[config.mk]
export PLATFORM = sky130hd
export DESIGN_NAME = accel_mem_arbiter
export DESIGN_NICKNAME = d
export VERILOG_FILES = /design/src/rtl/accel_mem_arbiter_pkg.sv /design/src/rtl/accel_mem_arbiter_arb_grant.sv /design/src/rtl/accel_mem_arbiter.sv
export SDC_FILE = /design/constraint.sdc
export NUM_CORES = 1
export LEC_CHECK = 0
export CORE_AREA = 2 2 119 121
export DETAILED_ROUTE_END_ITERATION = 7
export DIE_AREA = 0 0 121 123
export PLACE_DENSITY = 0.8
export SYNTH_ARGS = -nofsm -noshare
export SYNTH_HDL_FRONTEND = slang
export SYNTH_SLANG_ARGS = --single-unit
export TNS_END_PERCENT = 30
[constraint.sdc]
create_clock -name clk -period 4.38 [get_ports clk]
set_clock_uncertainty 0.05 [all_clocks]
set_input_delay 1.314 -clock clk [delete_from_list [all_inputs] [get_ports clk]]
set_output_delay 1.314 -clock clk [all_outputs]
set_load 0.005 [all_outputs]
[src/rtl/accel_mem_arbiter_pkg.sv]
// Shared types for the accelerator/LSQ data-cache arbiter.
//   arb_state_t : arbiter FSM states
//   arb_owner_t : which initiator owns the in-flight dcache transaction
//   GNT_*       : bit positions in the pending/grant vectors
// The round-robin option (ACCEL_MEM_ARB_RR_EN) does not change this package.
package accel_mem_arbiter_pkg;

   typedef enum logic [1:0] {
      ARB_IDLE = 2'd0,
      ARB_BUSY = 2'd1,
      ARB_RESP = 2'd2
   } arb_state_t;

   typedef enum logic [1:0] {
      OWN_NONE  = 2'd0,
      OWN_LSQ   = 2'd1,
      OWN_ACCEL = 2'd2
   } arb_owner_t;

   localparam int unsigned GNT_LSQ   = 0;
   localparam int unsigned GNT_ACCEL = 1;

endpackage

[src/rtl/accel_mem_arbiter_arb_grant.sv]
// Grant selection between LSQ and accelerator.
// Ports:
//   clk, reset : clock / synchronous active-high reset (round-robin build only)
//   take_i     : the arbiter is able to accept a grant this cycle (round-robin build only)
//   pend_i     : pending request per initiator, [GNT_LSQ] and [GNT_ACCEL]
//   grant_o    : one-hot grant (all zero when nothing is pending)
// Macro ACCEL_MEM_ARB_RR_EN: defined -> round-robin with a one-bit pointer,
// undefined -> fixed priority, LSQ over accelerator, no pointer state.
module accel_mem_arbiter_arb_grant
   import accel_mem_arbiter_pkg::*;
(
`ifdef ACCEL_MEM_ARB_RR_EN
   input  logic       clk,
   input  logic       reset,
   input  logic       take_i,
`endif
   input  logic [1:0] pend_i,
   output logic [1:0] grant_o
);

`ifdef ACCEL_MEM_ARB_RR_EN
   // ptr_q = 0 favours LSQ, 1 favours accelerator on a tie.
   logic ptr_q;

   always_comb begin
      grant_o = pend_i;
      if (pend_i == 2'b11) begin
         grant_o = ptr_q ? 2'b10 : 2'b01;
      end
   end

   // After each grant the pointer favours the initiator that just lost out.
   always_ff @(posedge clk) begin
      if (reset) begin
         ptr_q <= 1'b0;
      end else if (take_i && (grant_o != 2'b00)) begin
         ptr_q <= grant_o[GNT_LSQ];
      end
   end
`else
   always_comb begin
      grant_o = pend_i;
      if (pend_i[GNT_LSQ]) begin
         grant_o[GNT_ACCEL] = 1'b0;
      end
   end
`endif

endmodule

[src/rtl/accel_mem_arbiter.sv]
// Arbitrates LSQ and accelerator load/store requests onto the single
// data-cache port. One transaction in flight, no reordering; the owner gets
// a one-cycle resp pulse with the latched read data.
// Ports:
//   clk, reset                         : clock, synchronous active-high reset
//   lsq_read/write/address/wdata/mbe   : LSQ request, held until lsq_resp
//   lsq_resp, lsq_rdata                : LSQ completion pulse and read data
//   accel_read/write/address/st_data   : accelerator word request, held until accel_resp
//   accel_resp, accel_data             : accelerator completion pulse and read data
//   dmem_read/write/address/wdata/mbe  : registered dcache request
//   dmem_resp, dmem_rdata              : dcache completion pulse and read data
// Macro ACCEL_MEM_ARB_RR_EN selects round-robin grant; default is LSQ priority.
module accel_mem_arbiter
   import accel_mem_arbiter_pkg::*;
#(
   parameter int ADDR_W = 32,
   parameter int DATA_W = 32
) (
   input  logic                clk,
   input  logic                reset,
   input  logic                lsq_read,
   input  logic                lsq_write,
   input  logic [ADDR_W-1:0]   lsq_address,
   input  logic [DATA_W-1:0]   lsq_wdata,
   input  logic [DATA_W/8-1:0] lsq_mbe,
   output logic                lsq_resp,
   output logic [DATA_W-1:0]   lsq_rdata,
   input  logic                accel_read,
   input  logic                accel_write,
   input  logic [ADDR_W-1:0]   accel_address,
   input  logic [DATA_W-1:0]   accel_st_data,
   output logic                accel_resp,
   output logic [DATA_W-1:0]   accel_data,
   output logic                dmem_read,
   output logic                dmem_write,
   output logic [ADDR_W-1:0]   dmem_address,
   output logic [DATA_W-1:0]   dmem_wdata,
   output logic [DATA_W/8-1:0] dmem_mbe,
   input  logic                dmem_resp,
   input  logic [DATA_W-1:0]   dmem_rdata
);

   localparam int MBE_W = DATA_W / 8;

   arb_state_t        state_q;
   arb_owner_t        owner_q;
   logic              dmem_read_q;
   logic              dmem_write_q;
   logic [ADDR_W-1:0] addr_q;
   logic [DATA_W-1:0] wdata_q;
   logic [MBE_W-1:0]  mbe_q;
   logic [DATA_W-1:0] rdata_q;
   logic              lsq_resp_q;
   logic              accel_resp_q;

   logic [1:0]        pend;
   logic [1:0]        grant;
   logic              take;
   logic              unused_accel_lsb;

   assign pend[GNT_LSQ]   = lsq_read | lsq_write;
   assign pend[GNT_ACCEL] = accel_read | accel_write;
   assign take            = (state_q == ARB_IDLE);
   // Accelerator accesses are whole words; the byte offset is dropped.
   assign unused_accel_lsb = ^accel_address[1:0];

   accel_mem_arbiter_arb_grant u_arb_grant (
`ifdef ACCEL_MEM_ARB_RR_EN
      .clk     (clk),
      .reset   (reset),
      .take_i  (take),
`endif
      .pend_i  (pend),
      .grant_o (grant)
   );

   always_ff @(posedge clk) begin
      if (reset) begin
         state_q      <= ARB_IDLE;
         owner_q      <= OWN_NONE;
         dmem_read_q  <= 1'b0;
         dmem_write_q <= 1'b0;
         addr_q       <= '0;
         wdata_q      <= '0;
         mbe_q        <= '0;
         rdata_q      <= '0;
         lsq_resp_q   <= 1'b0;
         accel_resp_q <= 1'b0;
      end else begin
         lsq_resp_q   <= 1'b0;
         accel_resp_q <= 1'b0;
         case (state_q)
            ARB_IDLE: begin
               // read and write together count as a write
               if (grant[GNT_LSQ]) begin
                  owner_q      <= OWN_LSQ;
                  dmem_write_q <= lsq_write;
                  dmem_read_q  <= lsq_read & ~lsq_write;
                  addr_q       <= lsq_address;
                  wdata_q      <= lsq_wdata;
                  mbe_q        <= lsq_mbe;
                  state_q      <= ARB_BUSY;
               end else if (grant[GNT_ACCEL]) begin
                  owner_q      <= OWN_ACCEL;
                  dmem_write_q <= accel_write;
                  dmem_read_q  <= accel_read & ~accel_write;
                  addr_q       <= {accel_address[ADDR_W-1:2], 2'b00};
                  wdata_q      <= accel_st_data;
                  mbe_q        <= '1;
                  state_q      <= ARB_BUSY;
               end
            end
            ARB_BUSY: begin
               if (dmem_resp) begin
                  rdata_q      <= dmem_rdata;
                  dmem_read_q  <= 1'b0;
                  dmem_write_q <= 1'b0;
                  lsq_resp_q   <= (owner_q == OWN_LSQ);
                  accel_resp_q <= (owner_q == OWN_ACCEL);
                  state_q      <= ARB_RESP;
               end
            end
            // RESP exists so the owner, still holding its request while it
            // sees resp, is not granted a second time.
            ARB_RESP: begin
               owner_q <= OWN_NONE;
               state_q <= ARB_IDLE;
            end
            default: begin
               owner_q <= OWN_NONE;
               state_q <= ARB_IDLE;
            end
         endcase
      end
   end

   assign dmem_read    = dmem_read_q;
   assign dmem_write   = dmem_write_q;
   assign dmem_address = addr_q;
   assign dmem_wdata   = wdata_q;
   assign dmem_mbe     = mbe_q;
   assign lsq_resp     = lsq_resp_q;
   assign lsq_rdata    = rdata_q;
   assign accel_resp   = accel_resp_q;
   assign accel_data   = rdata_q;

   a_lsq_rw_excl: assert property (@(posedge clk) disable iff (reset)
      !(lsq_read && lsq_write));
   a_accel_rw_excl: assert property (@(posedge clk) disable iff (reset)
      !(accel_read && accel_write));
   a_resp_only_busy: assert property (@(posedge clk) disable iff (reset)
      dmem_resp |-> (state_q == ARB_BUSY));

endmodule

# [Word level (Yosys, flattened, before mapping)]
# Index checks and enable logic that the tools add are counted.
[op_classes] n_eq_ne=5 mux=21 bitwise=8 n_reduce_logical=9
[ops] cell="$mux W32" n=4
[ops] cell="$mux W2" n=5
[ops] cell="$mux W4" n=2
[ops] cell="$pmux W2 S2" n=2
[ops] cell="$reduce_and A2 Y1" n=4
[ops] cell="$mux W1" n=6
[ops] cell="$eq A2 B1 Y1 const B" n=2
[ops] cell="$not A1 Y1" n=4
[ops] cell="$pmux W1 S2" n=2
[ops] cell="$reduce_bool A2 Y1" n=2
[ops] cell="$ne A3 B3 Y1 const B" n=1
[ops] cell="$reduce_and A3 Y1" n=1
[ops] cell="$reduce_or A3 Y1" n=1
[ops] cell="$and A1 B1 Y1" n=2
[ops] cell="$eq A2 B2 Y1 const B" n=1
[ops] cell="$logic_not A2 Y1" n=1
[ops] cell="$ne A2 B2 Y1 const B" n=1
[ops] cell="$or A1 B1 Y1" n=2
[totals] reg_bits=108 in_bits=171 output_inout_bits=136

# [Longest topological paths before layout]
[logic_depth] ltp_word=5 mapped_depth=6 mapped_depth_nobuf=4

# [Hierarchy]
# From an unflattened synthesis, not the netlist that was laid out.
[unflattened] cells_unflattened=514 area_unflattened_um2=5028.6
[modules_own_cells] mod="accel_mem_arbiter" n_inst=1 cells_per_inst=512 area_per_inst_um2=5007.3 seq_area_each_um2=2162.1
[modules_own_cells] mod="accel_mem_arbiter_arb_grant" n_inst=1 cells_per_inst=2 area_per_inst_um2=21.3 seq_area_each_um2=0.0

# [Least setup slack after synthesis]
# No wires, ideal clock.
[synth_timing] kind="input port to flip-flop" start="in lsq_write" end="reg addr_q[20], in the netlist dmem_address[20]" setup_ns=0.147 arrival_time_ns=2.450 required_time_ns=4.183 slack_ns=1.733 cell_stages=6 cell_sequence="or4_4 > and2_4 > buf_6 > buf_2 > nor2_1 > a311oi_2"
[synth_via] elab_chain_cells=4 elab_cells_between_ends=5 classes_between="2 x mux; 1 x bitwise; 2 x reduce/logical"
[synth_rtl] item="start, declared" line_no="accel_mem_arbiter.sv:22" source="input logic lsq_write,"
[synth_rtl] item="$or A1 B1 Y1 (*)" line_no="accel_mem_arbiter.sv:61" source="assign pend[GNT_LSQ] = lsq_read | lsq_write;"
[synth_rtl] item="$mux W1" line_no="accel_mem_arbiter_arb_grant.sv:43" source="if (pend_i[GNT_LSQ]) begin"
[synth_rtl] item="$reduce_bool A2 Y1 (no source line)"
[synth_rtl] item="$reduce_and A2 Y1 (no source line)"
[synth_rtl] item="end signal, assigned" line_no="accel_mem_arbiter.sv:99" source="addr_q <= lsq_address;"
[synth_rtl] item="end signal, assigned" line_no="accel_mem_arbiter.sv:107" source="addr_q <= {accel_address[ADDR_W-1:2], 2'b00};"
[synth_rtl] item="end, declared" line_no="accel_mem_arbiter.sv:49" source="logic [ADDR_W-1:0] addr_q;"
# Every way passes the cells marked *; elsewhere a longest branch is shown, timed or not.
# A chain may end at the register's enable or synchronous reset.

# [Worst setup path in the final report]
[layout_timing] start="in accel_read" end="reg addr_q[4], in the netlist dmem_address[4]"
[layout_via] elab_chain_cells=4
[layout_rtl] item="start, declared" line_no="accel_mem_arbiter.sv:28" source="input logic accel_read,"
[layout_rtl] item="$or A1 B1 Y1" line_no="accel_mem_arbiter.sv:62" source="assign pend[GNT_ACCEL] = accel_read | accel_write;"
[layout_rtl] item="$mux W1" line_no="accel_mem_arbiter_arb_grant.sv:43"
[layout_rtl] item="$reduce_bool A2 Y1 (no source line)"
[layout_rtl] item="$reduce_and A2 Y1 (no source line)"
# No other way between the ends.

==> results list <==
* Status: finished clean
- Biggest fanout along the worst timing path: 48
- For the finished layout, the period the worst path requires is 3160 ps.
* First drt pass iteration count: 4
- After routing, the total negative slack on setup checks comes to 0 ps.
- Placement Rows: 43
* Slew of the pin with the lowest slew margin: 966 ps
* Capture instance of the worst register-to-register path: dmem_address[4]$_SDFFE_PP0P_
- Synthesis produced 583 cells.
- Proportion of total power due to net switching: 26.8%
- During I/O placement, the number of pins put on the boundary was 307.
* Final nets: 994
- Number of vias after detailed routing: 5026
- Synthesis-stage register bit count: 108
- Dividing the synthesized area by the synthesized cell count gives 8.62 um2.
* Leakage power summed over all cells: 2.83 nW
- The path with the worst hold slack has its endpoint at accel_resp$_SDFF_PP0_.
- TritonCTS built the clock tree.
* Initial drt markers: 288
- Remaining global-route overflow: 0
- The worst setup path is launched from an input pin.
* Upper clock frequency limit: 0.316 GHz
- For this design the ratio of total power to cell area is 320 nW/um2.
- The filler cells instantiated in the layout total 1181.
- In this run the horizontal extent of the chip is 121 um.
- In this run the most critical hold path is launched from owner_q[0]$_SDFFE_PP0P_.
- Entering global routing, the biggest net connects 75 pins.
- Worst Path Class, Setup: input pin to register
- Placer congestion estimate: 0.806
- The path class of the tightest hold or removal check is register to register.
* Share of the core filled with cells: 60.1%
- Internal power comes to 1.92 mW.
- Setup repair after global routing left no endpoint under its margin.
* Initial antenna violation count: 0
* Cell count of the worst hold path: 1
- Clock share of power: 31.4%
* Worst vdd ir: 0.178 mV
- Required time worst endpoint: 4580 ps
* Part of the Yosys area used for sequential elements: 43.0%
- The worst register-to-register path has a setup slack of 2330 ps.
- Resized Gates After CTS: 0
- The first global-routing pass estimated 24600 um of wire.
- Final hold violations: 0
* Share of the clock period used by the worst path: 72.2%
- For the worst-skew pair, the clock arrives at the later sink with an insertion delay of 340 ps.
* Total core area: 13600 um2
- After detailed routing, the total wire length is 16000 um.
* Net count of the mapped netlist: 754
- Launch instance of the worst register-to-register path: state_q[1]$_SDFFE_PP0P_
- The number of max-slew violations in the final report was 0.
- After layout, the worst setup slack is 1220 ps.
* Combinational group share of total power: 26.0%
- Layout cell share with drive strength beyond 1: 11.1%
- The worst pin sits at a relative slew slack of 35.6%.
* Area of the mapped netlist: 5020 um2
* Reg clk slew, reported paths: 70 ps
- Reg2reg path depth: 5
- Once the floorplan was initialized, standard cells occupied 36.9% of the core.
- The count of nets left with antenna violations once routing finished came out at 0.
- # Max-Cap Violations: 0
- Summing all placed instances gives a cell area of 7880 um2.
- After detailed routing, the average wire length per cell comes to 15.9 um.
- The completed layout was analyzed and its total power is 2.62 mW.
- Area of the die: 14900 um2
* Hold_ws: 402 ps
- TritonCTS created 9 clock buffers.
- Drt drc: 0
* Number of I/O port buffers: 304
* Number of hold buffers added after cts: 0
- Global routing used 21.3% of the available tracks across all layers.
- Number of placed instances, taps included: 992
- The tree built by TritonCTS fans out to 108 sinks.
- The wire-length estimate of the detail-placed layout is 11400 um.
* Switching power: 0.700 mW
- Kind of capture point of the worst setup path: register
* Number of buffers inserted by post-CTS setup repair: 0
- Y dimension of the die: 123 um
* Critical Path AT: 3360 ps
- CTS placed an instance of clkbuf_16 at the clock tree root.
- Maximum buffer depth of the clock tree: 2
- Final non-filler cell total: 1008
- The synthesized netlist contains 24 unique library cells.
- The number of antenna diodes in the final layout is 0.
* Area growth from synthesis to final layout: 62.7%
- Non-Filler Cell Area, Final: 8180 um2
- In this run, flip-flops and latches consume 42.6% of the power.
* Number of levels in the clock H-tree: 3
* Setup-failing EPs final: 0
* Average vias per placed instance: 4.99
* Number of warnings issued by yosys: 0
- Before CTS, the worst setup slack after placement is 883 ps.
* Via count of the first global-routing pass: 4643
[power groups by stage]
stage	logic (mW)	registers, mW	clock network, mW
final	0.680	1.12	0.820
after global routing	0.739	1.13	0.889
after CTS	0.688	1.12	0.845
after detailed placement	0.685	1.14	0
after global placement	0.678	1.14	0
after floorplan	0.309	1.14	0
[logic make-up after synthesis]
logic type	count (synthesis)	share of synthesized area (%)
simple gates	221	17.3
compound gates	167	29.3
buf+inv	87	10.4
flops	108	43.0
[metal layers]
metal	part of all wire, %	vias up	wire, um	GRT usage (%)
li1	-	2472	-	-
met1	37	2293	5990	23.0
met2	50	231	8050	37.2
met3	9.6	30	1540	7.98
met4	2.8	0	452	9.38
met5	0	-	0	0
[cell usage after synthesis (all sizes together)]
| cell | number | area share (%) |
|---|---|---|
| and2 | 2 | 0.30 |
| buf | 48 | 7.5 |
| nor2 | 78 | 5.9 |
| dfxtp | 108 | 43 |
| a21oi | 36 | 3.6 |
| nor4 | 1 | 0.12 |
| a2111oi | 2 | 0.35 |
| nand2 | 128 | 9.6 |
| a22oi | 2 | 0.30 |
| inv | 2 | 0.15 |
| a311oi | 62 | 19 |
| nand3 | 2 | 0.20 |
| o21ai | 64 | 6.4 |
| and3 | 1 | 0.12 |
| o21bai | 1 | 0.15 |
| nor3 | 6 | 0.60 |
| or4 | 2 | 0.37 |
| nor2b | 1 | 0.12 |
| clkbuf | 37 | 2.8 |
[critical path: stages]
cell	delay [ps]
clkdlybuf4s50_1	540
or4_4	160
and2_4	540
buf_4	430
nor2_1	100
a311oi_2	260
[layout by cell type (no fill, tap or decap)]
cell type	n
a2111oi_0	2
a21oi_1	36
a22oi_1	2
a311oi_2	62
and2_1	1
and2_4	1
and3_1	1
buf_12	3
buf_2	2
buf_4	8
bufinv_16	1
clkbuf_1	2
clkbuf_16	9
clkdlybuf4s50_1	301
clkinvlp_4	3
dfxtp_1	108
inv_1	2
inv_6	1
nand2_1	128
nand3_1	2
nor2_1	77
nor2_4	1
nor2b_1	1
nor3_1	6
nor4_1	1
o21ai_0	64
o21bai_1	1
or4_1	1
or4_4	1
[layout make-up]
class                      instances  area, um2  area share (%)
timing repair buffer             314       3140            38.4
multi-input combinational        388       2340            28.7
sequential                       108       2160            26.4
clock buffer                      11        233            2.85
tap                              180        225            2.75
clock inverter                     5       61.3           0.750
inverter                           2       7.51          0.0918
[worst max path at each step]
stage / slack, ps / to / startpoint / depth (start not counted)
CTS: 1230 / dmem_address[4]$_SDFFE_PP0P_ / accel_read / 6
global route: 1110 / dmem_address[4]$_SDFFE_PP0P_ / accel_read / 6
floorplan: 1730 / dmem_address[20]$_SDFFE_PP0P_ / lsq_write / 6
finish: 1220 / dmem_address[4]$_SDFFE_PP0P_ / accel_read / 6
detailed placement: 880 / dmem_address[7]$_SDFFE_PP0P_ / accel_read / 6
global placement: 950 / dmem_address[8]$_SDFFE_PP0P_ / accel_write / 6
[flip-flops by register name, summed over array words and instances (netlist names), 2 cells and up]
signal	cells
state_q	2
accel_data	32
dmem_wdata	32
owner_q	2
dmem_address	32
dmem_mbe	4
No activity file was read; power rests on OpenSTA's default activity.
